File: config.mk
export PLATFORM = sky130hd
export DESIGN_NAME = pipeline_mem_arbiter_flat
export DESIGN_NICKNAME = d
export VERILOG_FILES = /design/src/rtl/pipeline_mem_arbiter_if.sv /design/src/rtl/pipeline_mem_arbiter.sv /design/src/flat_wrapper.sv
export SDC_FILE = /design/constraint.sdc
export NUM_CORES = 1
export LEC_CHECK = 0
export CAP_MARGIN = 30
export CORE_ASPECT_RATIO = 0.6
export CORE_MARGIN = 2
export CORE_UTILIZATION = 41
export CTS_BUF_LIST = sky130_fd_sc_hd__clkbuf_2
export CTS_CLUSTER_DIAMETER = 60
export CTS_CLUSTER_SIZE = 20
export DETAILED_ROUTE_END_ITERATION = 10
export PLACE_DENSITY = 0.82
export SETUP_SLACK_MARGIN = 0.4
export SLEW_MARGIN = 0
export SYNTH_ARGS = -nofsm -noshare
export SYNTH_HDL_FRONTEND = slang
export SYNTH_SLANG_ARGS = --single-unit
File: constraint.sdc
create_clock -name clk -period 1.7 [get_ports clk]
set_input_delay 0.255 -clock clk [delete_from_list [all_inputs] [get_ports clk]]
set_output_delay 0.255 -clock clk [all_outputs]
set_load 0.005 [all_outputs]
File: src/rtl/pipeline_mem_arbiter_if.sv
// Signal bundle between the IF/MEM pipeline stages, the arbiter and the MIO memory bus.
// master = arbiter side, slave = pipeline stages plus memory side.
interface pipeline_mem_arbiter_if;
   logic        if_req;
   logic [31:0] if_addr;
   logic [31:0] if_rdata;
   logic        if_done;
   logic        if_stall;
   logic        if_err;

   logic        mem_req;
   logic        mem_we;
   logic [3:0]  mem_be;
   logic [31:0] mem_addr;
   logic [31:0] mem_wdata;
   logic [31:0] mem_rdata;
   logic        mem_done;
   logic        mem_stall;
   logic        mem_err;

   logic        bus_req;
   logic        bus_we;
   logic [3:0]  bus_be;
   logic [31:0] bus_addr;
   logic [31:0] bus_wdata;
   logic [31:0] bus_rdata;
   logic        bus_ready;

   modport master (
      input  if_req, if_addr, mem_req, mem_we, mem_be, mem_addr, mem_wdata,
             bus_rdata, bus_ready,
      output if_rdata, if_done, if_stall, if_err,
             mem_rdata, mem_done, mem_stall, mem_err,
             bus_req, bus_we, bus_be, bus_addr, bus_wdata
   );

   modport slave (
      output if_req, if_addr, mem_req, mem_we, mem_be, mem_addr, mem_wdata,
             bus_rdata, bus_ready,
      input  if_rdata, if_done, if_stall, if_err,
             mem_rdata, mem_done, mem_stall, mem_err,
             bus_req, bus_we, bus_be, bus_addr, bus_wdata
   );
endinterface

File: src/rtl/pipeline_mem_arbiter.sv
// Shares the single-port MIO bus between IF and MEM; MEM has priority, bounded by a streak counter.
// Optional bus watchdog enabled by defining ARB_TIMEOUT_EN.
module pipeline_mem_arbiter #(
   parameter int MAX_MEM_STREAK = 4,
   parameter int TIMEOUT_CYCLES = 255
) (
   input  logic                   clk,
   input  logic                   rst,
   pipeline_mem_arbiter_if.master arb
);
   localparam int SW = $clog2(MAX_MEM_STREAK + 1);

   typedef enum logic [1:0] {IDLE, IF_BUS, MEM_BUS, RESP} state_t;

   state_t        state_reg, state_next;
   logic [SW-1:0] streak_reg;
   logic          grant_if, grant_mem, bus_done, bus_abort, timeout_hit;

   logic          bus_req_reg, bus_we_reg;
   logic [3:0]    bus_be_reg;
   logic [31:0]   bus_addr_reg, bus_wdata_reg;
   logic [31:0]   if_rdata_reg, mem_rdata_reg;
   logic          if_done_reg, mem_done_reg, if_err_reg, mem_err_reg;

   always_ff @(posedge clk) begin
      if (rst) state_reg <= IDLE;
      else     state_reg <= state_next;
   end

   always_comb begin
      state_next = state_reg;
      grant_if   = 1'b0;
      grant_mem  = 1'b0;
      bus_done   = 1'b0;
      bus_abort  = 1'b0;
      case (state_reg)
         IDLE: begin
            // IF is forced in once MEM has used up its streak while IF waited
            if (arb.mem_req && !(arb.if_req && streak_reg == SW'(MAX_MEM_STREAK)))
               grant_mem = 1'b1;
            else if (arb.if_req)
               grant_if = 1'b1;
            if (grant_mem)     state_next = MEM_BUS;
            else if (grant_if) state_next = IF_BUS;
         end
         IF_BUS, MEM_BUS: begin
            if (arb.bus_ready)    bus_done  = 1'b1;
            else if (timeout_hit) bus_abort = 1'b1;
            if (bus_done || bus_abort) state_next = RESP;
         end
         RESP:    state_next = IDLE;
         default: state_next = IDLE;
      endcase
   end

`ifdef ARB_TIMEOUT_EN
   localparam int TW = $clog2(TIMEOUT_CYCLES + 1);
   logic [TW-1:0] wait_reg;

   always_ff @(posedge clk) begin
      if (rst || grant_if || grant_mem)
         wait_reg <= '0;
      else if (state_reg == IF_BUS || state_reg == MEM_BUS)
         wait_reg <= wait_reg + TW'(1);
   end

   // The current BUS cycle is the last permitted wait cycle
   assign timeout_hit = (wait_reg == TW'(TIMEOUT_CYCLES - 1));
   assign arb.if_err  = if_err_reg;
   assign arb.mem_err = mem_err_reg;
`else
   assign timeout_hit = 1'b0;
   assign arb.if_err  = 1'b0;
   assign arb.mem_err = 1'b0;
`endif

   always_ff @(posedge clk) begin
      if (rst) begin
         streak_reg    <= '0;
         bus_req_reg   <= 1'b0;
         bus_we_reg    <= 1'b0;
         bus_be_reg    <= 4'h0;
         bus_addr_reg  <= 32'h0;
         bus_wdata_reg <= 32'h0;
         if_rdata_reg  <= 32'h0;
         mem_rdata_reg <= 32'h0;
         if_done_reg   <= 1'b0;
         mem_done_reg  <= 1'b0;
         if_err_reg    <= 1'b0;
         mem_err_reg   <= 1'b0;
      end else begin
         if_done_reg  <= 1'b0;
         mem_done_reg <= 1'b0;
         if_err_reg   <= 1'b0;
         mem_err_reg  <= 1'b0;
         if (grant_if) begin
            bus_req_reg   <= 1'b1;
            bus_we_reg    <= 1'b0;
            bus_be_reg    <= 4'hF;
            bus_addr_reg  <= arb.if_addr;
            bus_wdata_reg <= 32'h0;
            streak_reg    <= '0;
         end
         if (grant_mem) begin
            bus_req_reg   <= 1'b1;
            bus_we_reg    <= arb.mem_we;
            bus_be_reg    <= arb.mem_be;
            bus_addr_reg  <= arb.mem_addr;
            bus_wdata_reg <= arb.mem_wdata;
            if (!arb.if_req)
               streak_reg <= '0;
            else if (streak_reg != SW'(MAX_MEM_STREAK))
               streak_reg <= streak_reg + SW'(1);
         end
         if (bus_done || bus_abort) begin
            bus_req_reg <= 1'b0;
            if (state_reg == MEM_BUS) begin
               mem_done_reg <= 1'b1;
               mem_err_reg  <= bus_abort;
               // a completed store leaves the load data register untouched
               if (bus_abort)        mem_rdata_reg <= 32'h0;
               else if (!bus_we_reg) mem_rdata_reg <= arb.bus_rdata;
            end else begin
               if_done_reg  <= 1'b1;
               if_err_reg   <= bus_abort;
               if_rdata_reg <= bus_abort ? 32'h0 : arb.bus_rdata;
            end
         end
      end
   end

   assign arb.bus_req   = bus_req_reg;
   assign arb.bus_we    = bus_we_reg;
   assign arb.bus_be    = bus_be_reg;
   assign arb.bus_addr  = bus_addr_reg;
   assign arb.bus_wdata = bus_wdata_reg;
   assign arb.if_rdata  = if_rdata_reg;
   assign arb.mem_rdata = mem_rdata_reg;
   assign arb.if_done   = if_done_reg;
   assign arb.mem_done  = mem_done_reg;
   assign arb.if_stall  = arb.if_req && !if_done_reg;
   assign arb.mem_stall = arb.mem_req && !mem_done_reg;
endmodule

File: src/flat_wrapper.sv
// flat-port wrapper written by rule: the top's interface ports become plain ports
module pipeline_mem_arbiter_flat 
#(
   parameter int MAX_MEM_STREAK = 4,
   parameter int TIMEOUT_CYCLES = 255
)
  (clk, rst, arb_if_req, arb_if_addr, arb_mem_req, arb_mem_we, arb_mem_be, arb_mem_addr, arb_mem_wdata, arb_bus_rdata, arb_bus_ready, arb_if_rdata, arb_if_done, arb_if_stall, arb_if_err, arb_mem_rdata, arb_mem_done, arb_mem_stall, arb_mem_err, arb_bus_req, arb_bus_we, arb_bus_be, arb_bus_addr, arb_bus_wdata);
  pipeline_mem_arbiter_if arb_i ();
  input  logic clk;
  input  logic rst;
  input wire logic [$bits(arb_i.if_req)-1:0] arb_if_req;
  input wire logic [$bits(arb_i.if_addr)-1:0] arb_if_addr;
  input wire logic [$bits(arb_i.mem_req)-1:0] arb_mem_req;
  input wire logic [$bits(arb_i.mem_we)-1:0] arb_mem_we;
  input wire logic [$bits(arb_i.mem_be)-1:0] arb_mem_be;
  input wire logic [$bits(arb_i.mem_addr)-1:0] arb_mem_addr;
  input wire logic [$bits(arb_i.mem_wdata)-1:0] arb_mem_wdata;
  input wire logic [$bits(arb_i.bus_rdata)-1:0] arb_bus_rdata;
  input wire logic [$bits(arb_i.bus_ready)-1:0] arb_bus_ready;
  output wire logic [$bits(arb_i.if_rdata)-1:0] arb_if_rdata;
  output wire logic [$bits(arb_i.if_done)-1:0] arb_if_done;
  output wire logic [$bits(arb_i.if_stall)-1:0] arb_if_stall;
  output wire logic [$bits(arb_i.if_err)-1:0] arb_if_err;
  output wire logic [$bits(arb_i.mem_rdata)-1:0] arb_mem_rdata;
  output wire logic [$bits(arb_i.mem_done)-1:0] arb_mem_done;
  output wire logic [$bits(arb_i.mem_stall)-1:0] arb_mem_stall;
  output wire logic [$bits(arb_i.mem_err)-1:0] arb_mem_err;
  output wire logic [$bits(arb_i.bus_req)-1:0] arb_bus_req;
  output wire logic [$bits(arb_i.bus_we)-1:0] arb_bus_we;
  output wire logic [$bits(arb_i.bus_be)-1:0] arb_bus_be;
  output wire logic [$bits(arb_i.bus_addr)-1:0] arb_bus_addr;
  output wire logic [$bits(arb_i.bus_wdata)-1:0] arb_bus_wdata;
  assign arb_i.if_req = arb_if_req;
  assign arb_i.if_addr = arb_if_addr;
  assign arb_i.mem_req = arb_mem_req;
  assign arb_i.mem_we = arb_mem_we;
  assign arb_i.mem_be = arb_mem_be;
  assign arb_i.mem_addr = arb_mem_addr;
  assign arb_i.mem_wdata = arb_mem_wdata;
  assign arb_i.bus_rdata = arb_bus_rdata;
  assign arb_i.bus_ready = arb_bus_ready;
  assign arb_if_rdata = arb_i.if_rdata;
  assign arb_if_done = arb_i.if_done;
  assign arb_if_stall = arb_i.if_stall;
  assign arb_if_err = arb_i.if_err;
  assign arb_mem_rdata = arb_i.mem_rdata;
  assign arb_mem_done = arb_i.mem_done;
  assign arb_mem_stall = arb_i.mem_stall;
  assign arb_mem_err = arb_i.mem_err;
  assign arb_bus_req = arb_i.bus_req;
  assign arb_bus_we = arb_i.bus_we;
  assign arb_bus_be = arb_i.bus_be;
  assign arb_bus_addr = arb_i.bus_addr;
  assign arb_bus_wdata = arb_i.bus_wdata;
  pipeline_mem_arbiter #(.MAX_MEM_STREAK(MAX_MEM_STREAK), .TIMEOUT_CYCLES(TIMEOUT_CYCLES)) u_core (.clk(clk), .rst(rst), .arb(arb_i));
endmodule
==> out/metrics.yaml, run 1 <==
cts_root_buf: "clkbuf_2"
crit_path_max_incr_delay_ns: 0.38
first_pass_iters: 5
ir_drop_mv: 0.744
post_drt_wl_per_cell_um: 21.1
vias: 6525
timing.hold.ws_ns: 0.113
path_clk_slew_ns: 0.26
maxCapViolCount: 0
fin_tns_setup_ns: 0
finalNonFillerCells: 1154
antenna_found_initial: 1
slew_violations: 0
crit_buf_inv: 2
critPathLaunchType: "flip-flop"
dieArea_um2: 14400
fmax_mhz: 589
portBuffers: 275
synth_cell_types: 36
end_kind: "flip-flop"
rsz0062_at_grt: "true"
cts_buffer_depth: 2
period_share: 0.999
grt_pass1_wl_um: 31000
outcome: "finished clean"
grtUsageTotal: 0.272
ys_seq_elements: 141
h-tree-depth: 4
globalRouteOverflowTotal: 0
seq_area_frac_synth: 0.512
synth-edff-count: 0
crit_arrival_ns: 2.25
via_per_inst: 5.65
clock-sinks: 141
cts_tree: "yes"
final_area_um2: 10700
num_rows: 32
leakagePower_uw: 0.00444
drt_iter0_drc: 392
ioPinCount: 278
numCtsBuffers: 17
drt-total-wl_um: 24400
synth.avg_cell_area_um2: 8.36
grt_start_max_net_pins: 60
gp_congestion: 0.785
p_per_area_nw_per_um2: 1360
netlist_area_um2: 5510
cp_cell_sequence: "inv_2, ha_4, and2_4, buf_6, nand3_1, a311oi_1"
path_delay_family: "simple AND/OR/NAND/NOR gates"
postRouteAntennaNets: 0
die-height_um: 93.8
place_inst: 1064
finClkSkew_ns: 0.0535
grt_pass1_vias: 5812
worstPathMaxFanout: 9
clk_latency_ns: 0.68
area_growth_pct: 95.0
layout.nets: 1113
drive_gt1_frac: 0.603
drc: 0
placed_cell_area_um2: 8500
async_flop_share: 0
hp-class: "primary input to flip-flop"
required_ns: 2.25
setup-violations-final: 0
dpl.hpwl_um: 12600
critPathKind: "flip-flop to flip-flop"
post-route-min-period_ns: 1.70
initial_core_util: 0.425
final_core_util: 0.828
ys.flop_type: "dfxtp_1"
die_w_um: 154
syn_inst: 659
critPathSlowestCell: "dfxtp_2"
yosysWarnings: 0
hold_viol: 0
core_um2: 13000
==> worst min-delay path: cells and delay by family <==
kind | cells | cell delay (ns)
AND/OR/NAND/NOR | 1 | 0.07
AO/OA/AOI/OAI | 1 | 0.09
buffers and inverters | 1 | 0.40
==> where the power goes <==
| group | switching [uW] | internal [uW] |
|---|---|---|
| Combinational | 3710 | 4040 |
| Clock | 1360 | 710 |
| Sequential | 560 | 4280 |
| Total | 5620 | 9030 |
==> worst paths after layout <==
path              cells past startpoint  slack, ns                      from                  endpoint
hold reg to reg                       2       0.47  u_core.arb.mem_rdata[26]  u_core.arb.mem_rdata[26]
setup reg to reg                      6      0.001       u_core.state_reg[1]   u_core.arb.bus_addr[31]
setup / recovery                      6      0.001       u_core.state_reg[1]   u_core.arb.bus_addr[31]
hold / removal                        3       0.11          arb_mem_addr[20]   u_core.arb.bus_addr[20]
==> layout by cell type, fill, tap and decap left out, types with 3 or more instances in the layout <==
cell type and instances:
a21oi_1 9, a21oi_2 58, a311oi_1 24, a311oi_2 9, a32oi_1 23, a32oi_2 10
buf_12 17, buf_16 10, buf_2 53, buf_4 37, buf_6 95, clkbuf_16 9
clkbuf_2 18, clkdlybuf4s50_1 136, clkinvlp_4 4, dfxtp_2 141, inv_2 4, inv_6 4
nand2_1 77, nand2_2 11, nand2_4 47, nand3_1 19, nand3_2 12, nand3_4 3
nor2_1 72, nor3_2 4, nor3_4 3, o21ai_1 10, o21ai_2 17, o21ai_4 6
==> stage by stage <==
stage | power (uW) | setup slack (ns)
6_report | 14700 | 0.00126
5_1_grt | 15300 | -0.0183
4_1_cts | 12800 | 0.114
3_5_place_dp | 9920 | -0.0925
3_3_place_gp | 9830 | -0.0590
2_1_floorplan | 7290 | 0.181
==> layout make-up <==
cell class                 instances  area (um^2)
antenna                            1         2.50
clock buffer                      18         90.1
clock inverter                    13          156
fill                             693         2230
inverter                           5         18.8
multi-input combinational        445         3370
sequential                       141         3000
tap                              170          213
timing repair buffer             361         3890
==> per-layer routing <==
metal,vias to the layer above,global-route usage,routed length [um]
li1,2962,-,-
met5,-,0,0
met1,3120,0.341,9670
met3,66,0.0904,2280
met4,0,0.0734,723
met2,377,0.452,11700
==> repair_timing <==
item | 4_1_cts | 5_1_grt
endpoints found under the setup margin | 278 | 278
hold buffers | 1 | 0
hold endpoints to repair | 47 | 0
cloned | 11 | 11
resized for setup | 783 | 283
pin swaps | 11 | 84
setup buffers | 13 | 22
==> cells in the mapped netlist, drive strengths merged (2+ instances only) <==
cell / count / share of area
a211oi: 2 / 0.0027
a21oi: 67 / 0.062
a311oi: 33 / 0.052
a32oi: 33 / 0.052
buf: 37 / 0.045
clkbuf: 32 / 0.022
dfxtp: 141 / 0.51
ha: 4 / 0.0091
inv: 5 / 0.0034
nand2: 135 / 0.092
nand3: 34 / 0.031
nand3b: 2 / 0.0027
nand4: 2 / 0.0023
nor2: 73 / 0.050
nor2b: 2 / 0.0023
nor3: 8 / 0.0073
o21a: 2 / 0.0027
o21ai: 35 / 0.032
==> kinds of logic after synthesis <==
family | count (synthesis) | synth area share
AO/OA/AOI/OAI | 176 | 0.210
adder cells (fa/ha/maj) | 4 | 0.00909
buffers and inverters | 74 | 0.0700
flip-flops | 141 | 0.512
other | 1 | 0.000681
AND/OR/NAND/NOR | 263 | 0.197
Power figures use the tool's default switching activity.
==> run 2: changes to the inputs <==
--- a/config.mk
+++ b/config.mk
@@ -13,7 +13,7 @@
 export CTS_CLUSTER_DIAMETER = 60
 export CTS_CLUSTER_SIZE = 20
 export DETAILED_ROUTE_END_ITERATION = 10
-export PLACE_DENSITY = 0.82
+export PLACE_DENSITY = 0.92
 export SETUP_SLACK_MARGIN = 0.4
 export SLEW_MARGIN = 0
 export SYNTH_ARGS = -nofsm -noshare
==> out/metrics.yaml, run 2 (same netlist as run 1, synthesis figures left out) <==
initial_core_util: 0.425
hold_viol: 0
first_pass_iters: 5
crit_path_max_incr_delay_ns: 0.41
clock-sinks: 141
drt_iter0_drc: 701
path_delay_family: "simple AND/OR/NAND/NOR gates"
antenna_found_initial: 1
gp_congestion: 0.798
grt_pass1_wl_um: 30500
die-height_um: 93.8
grt_start_max_net_pins: 43
cts_root_buf: "clkbuf_2"
final_core_util: 0.842
numCtsBuffers: 17
postRouteAntennaNets: 0
globalRouteOverflowTotal: 0
path_clk_slew_ns: 0.26
core_um2: 13000
worstPathMaxFanout: 7
final_cell_mix: "139 x dfxtp_2, 136 x clkdlybuf4s50_1, 115 x buf_6"
power.total_uw: 15900
die_w_um: 154
crit_arrival_ns: 2.35
dp_slack_ns: -0.178
setup_ws_ns: -0.00293
post-route-min-period_ns: 1.70
area_growth_pct: 98.4
rsz0062_at_grt: "true"
dpl.hpwl_um: 13200
clk_latency_ns: 0.72
slew_violations: 0
dieArea_um2: 14400
vias: 6930
end_kind: "flip-flop"
critPathSlowestCell: "dfxtp_2"
post_drt_wl_per_cell_um: 24.0
num_rows: 32
p_per_area_nw_per_um2: 1450
ioPinCount: 278
layout.nets: 1132
cts_buffer_depth: 2
violations: "negative setup slack"
ir_drop_mv: 0.831
cp_common_cell: "buf_6"
grt_pass1_vias: 5917
drt-total-wl_um: 28200
period_share: 1.00
finClkSkew_ns: 0.0541
crit_buf_inv: 3
drive_gt1_frac: 0.600
portBuffers: 275
fin_tns_setup_ns: -0.00293
maxCapViolCount: 0
critPathLaunchType: "flip-flop"
h-tree-depth: 4
leakagePower_uw: 0.00452
drc: 0
via_per_inst: 5.91
cp_cell_sequence: "inv_2, ha_4, and4b_4, buf_6, buf_6, nand2_1, a21oi_1"
layout_commonest_cell: "dfxtp_2"
required_ns: 2.35
hp-class: "primary input to flip-flop"
fmax_mhz: 587
outcome: "finished, violations left"
cts_tree: "yes"
grtUsageTotal: 0.265
critPathKind: "flip-flop to flip-flop"
setup-violations-final: 1
## run 2: changes by cell type in the layout (fill, tap and decap cells not counted), moves of 9 or more
cell and change:
clkbuf_16 +9, nand2_2 +10, buf_16 -9, buf_6 +20
## run 2: cell type report
| type | instances | area, um^2 |
|---|---|---|
| clock inverters | 14 | 231 |
| inverters | 5 | 21.3 |
| flip-flops and latches | 141 | 3000 |
| multi-input cells | 446 | 3270 |
| fillers | 587 | 2040 |
| well taps | 170 | 213 |
| repair buffers | 379 | 4110 |
| diodes | 1 | 2.50 |
| clock buffers | 17 | 85.1 |
## run 2: final timing paths
kind / slack, ns / from / depth (start not counted) / to
hold / removal: 0.08 / arb_mem_addr[7] / 3 / u_core.arb.bus_addr[7]
setup reg to reg: -0.003 / u_core.state_reg[1] / 7 / u_core.arb.mem_rdata[25]
setup / recovery: -0.003 / u_core.state_reg[1] / 7 / u_core.arb.mem_rdata[25]
hold reg to reg: 0.47 / u_core.arb.mem_rdata[1] / 2 / u_core.arb.mem_rdata[1]
## run 2: where the power goes
group / internal (uW) / leakage, uW / switching [uW] / total (uW)
Clock: 1150 / 0.000176 / 1430 / 2580
Sequential: 4280 / 0.00121 / 619 / 4900
Combinational: 4360 / 0.00313 / 4010 / 8370
Total: 9790 / 0.00452 / 6060 / 15900
## run 2: per-stage QoR
step / cells / cell area, um^2 / hold slack [ns]
2_1_floorplan: 660 / 5640 / 0.391
6_report: 1173 / 10900 / 0.0794
3_5_place_dp: 1064 / 8500 / 0.446
3_3_place_gp: 1064 / 8500 / 0.441
4_1_cts: 1113 / 8890 / 0.0687
5_1_grt: 1173 / 10900 / 0.0419
## run 2: metal layers
metal  global-route usage  routed length, um  part of all wire  vias to the layer above
li1                     -                  -                 -                     2981
met1                0.320              10700              0.38                     3330
met2                0.458              13600              0.48                      532
met3               0.0858               2990              0.11                       87
met4               0.0734                923             0.033                        0
met5                    0                  0                 0                        -
## run 2: worst register-to-register path: stages (launching register included)
cell	delay (ns)
dfxtp_2	0.41
inv_2	0.05
ha_4	0.30
and4b_4	0.39
buf_6	0.14
buf_6	0.11
nand2_1	0.07
a21oi_1	0.17
## run 2: what timing repair did
action | 4_1_cts | 5_1_grt
hold buffers | 1 | 0
gates resized for setup | 754 | 289
hold endpoints to repair | 21 | 0
buffers inserted | 15 | 27
pin swaps | 1 | 94
gates cloned | 2 | 32
endpoints found under the setup margin | 276 | 277
==> run 3: changes to the inputs <==
--- a/config.mk
+++ b/config.mk
@@ -15,7 +15,6 @@
 export DETAILED_ROUTE_END_ITERATION = 10
 export PLACE_DENSITY = 0.92
 export SETUP_SLACK_MARGIN = 0.4
-export SLEW_MARGIN = 0
 export SYNTH_ARGS = -nofsm -noshare
 export SYNTH_HDL_FRONTEND = slang
 export SYNTH_SLANG_ARGS = --single-unit
==> constraint.sdc (replaced) <==
create_clock -name clk -period 1.6 [get_ports clk]
set_input_delay 0.24 -clock clk [delete_from_list [all_inputs] [get_ports clk]]
set_output_delay 0.24 -clock clk [all_outputs]
set_load 0.005 [all_outputs]
==> out/metrics.yaml, run 3 (same netlist as run 1, synthesis figures left out) <==
layout.nets: 1183
post_drt_wl_per_cell_um: 28.8
drt-total-wl_um: 35300
hold_viol: 0
outcome: "finished, violations left"
via_per_inst: 6.31
worstPathMaxFanout: 2
fillers: 313
layout_commonest_cell: "dfxtp_2"
critPathLaunchType: "flip-flop"
hp-class: "primary input to flip-flop"
portBuffers: 275
die_w_um: 154
critPathKind: "flip-flop to primary output"
vias: 7735
ioPinCount: 278
drive_gt1_frac: 0.705
gp_congestion: 0.773
rsz0062_at_grt: "true"
grtUsageTotal: 0.316
drt_iter0_drc: 856
first_pass_iters: 5
final_core_util: 0.945
r2r_start: "u_core.streak_reg[1]"
clock-sinks: 141
setup_ws_ns: -0.183
core_um2: 13000
p_per_area_nw_per_um2: 1510
period_share: 1.11
h-tree-depth: 4
dp_slack_ns: -0.146
maxCapViolCount: 0
dpl.hpwl_um: 13500
cts_buffer_depth: 2
grt_start_max_net_pins: 56
ir_drop_mv: 0.958
initial_core_util: 0.425
leakagePower_uw: 0.00506
clk_latency_ns: 0.77
drc: 0
cts_tree: "yes"
crit_path_start: "u_core.arb.mem_done"
finClkSkew_ns: 0.0393
crit_arrival_ns: 1.54
dieArea_um2: 14400
die-height_um: 93.8
antenna_found_initial: 4
numCtsBuffers: 17
cts_root_buf: "clkbuf_2"
grt_pass1_wl_um: 35500
num_rows: 32
globalRouteOverflowTotal: 0
area_growth_pct: 123
min_from: "arb_mem_addr[16]"
violations: "negative setup slack"
grt_pass1_vias: 6554
timing.hold.ws_ns: 0.0492
setup-violations-final: 86
final_cell_mix: "139 x dfxtp_2, 136 x clkdlybuf4s50_1, 128 x buf_6"
postRouteAntennaNets: 0
required_ns: 1.36
end_kind: "primary output"
slew_violations: 0
path_clk_slew_ns: 0.29
post-route-min-period_ns: 1.78
fmax_mhz: 561
-- run 3: cell types whose count changed in the layout (fill, tap and decap cells not counted), moves of 12 or more --
cell / previous run / this run
buf_4: 40 / 68
a311oi_2: 7 / 23
o21ai_2: 12 / 28
o21ai_1: 15 / 1
nand3_1: 27 / 10
nand3_2: 4 / 16
nand2_4: 39 / 72
a311oi_1: 26 / 10
buf_6: 115 / 128
buf_16: 1 / 16
nand2_1: 75 / 43
-- run 3: routing by layer --
layer / GRT usage / vias to the layer above / wire length, um / part of all wire
li1: - / 3100 / - / -
met1: 0.372 / 3714 / 12400 / 0.35
met2: 0.550 / 704 / 16300 / 0.46
met3: 0.101 / 215 / 4210 / 0.12
met4: 0.109 / 2 / 2360 / 0.067
met5: 0 / - / 13 / 0.00037
-- run 3: power breakdown --
part | total (uW) | switching, uW | internal, uW
sequential | 5370 | 810 | 4560
clock | 2460 | 1690 | 770
combinational | 10600 | 5240 | 5390
-- run 3: path summary, 6_finish.rpt --
check	to	slack [ns]	cells past startpoint
max	arb_mem_stall	-0.18	3
max reg2reg	u_core.arb.bus_addr[18]	-0.15	8
min reg2reg	u_core.arb.if_rdata[15]	0.48	2
min	u_core.arb.bus_addr[16]	0.05	3
-- run 3: repair_timing --
item / CTS / global route
gates resized for setup: 877 / 346
gates cloned: 16 / 16
endpoints found under the hold margin: 20 / 4
endpoints found under the setup margin: 278 / 278
buffers inserted: 39 / 48
hold buffers: 1 / 5
pin swaps: 62 / 136
-- run 3: critical path: stages, from the launching register on --
cell	delay (ns)
dfxtp_2	0.41
buf_6	0.11
nor2b_1	0.11
buf_2	0.15
-- run 3: area by class of cell --
type / count / area (um^2) / area share
Multi-Input combinational cell: 445 / 3900 / 0.318
Timing Repair Buffer: 431 / 4860 / 0.396
Inverter: 5 / 21.3 / 0.00173
Tap cell: 170 / 213 / 0.0173
Clock inverter: 15 / 173 / 0.0141
Antenna cell: 2 / 5.00 / 0.000408
Sequential cell: 141 / 3000 / 0.245
Clock buffer: 17 / 85.1 / 0.00694
-- run 3: stage by stage --
stage / instance area, um^2 / cells / TNS (ns) / power [uW]
final: 12300 / 1226 / -4.63 / 18500
after global routing: 12300 / 1226 / -6.81 / 18900
after CTS: 9900 / 1155 / -0.0989 / 14200
after detailed placement: 8530 / 1067 / -6.84 / 10600
after global placement: 8530 / 1067 / -3.68 / 10400
after floorplan: 5660 / 660 / 0 / 7800
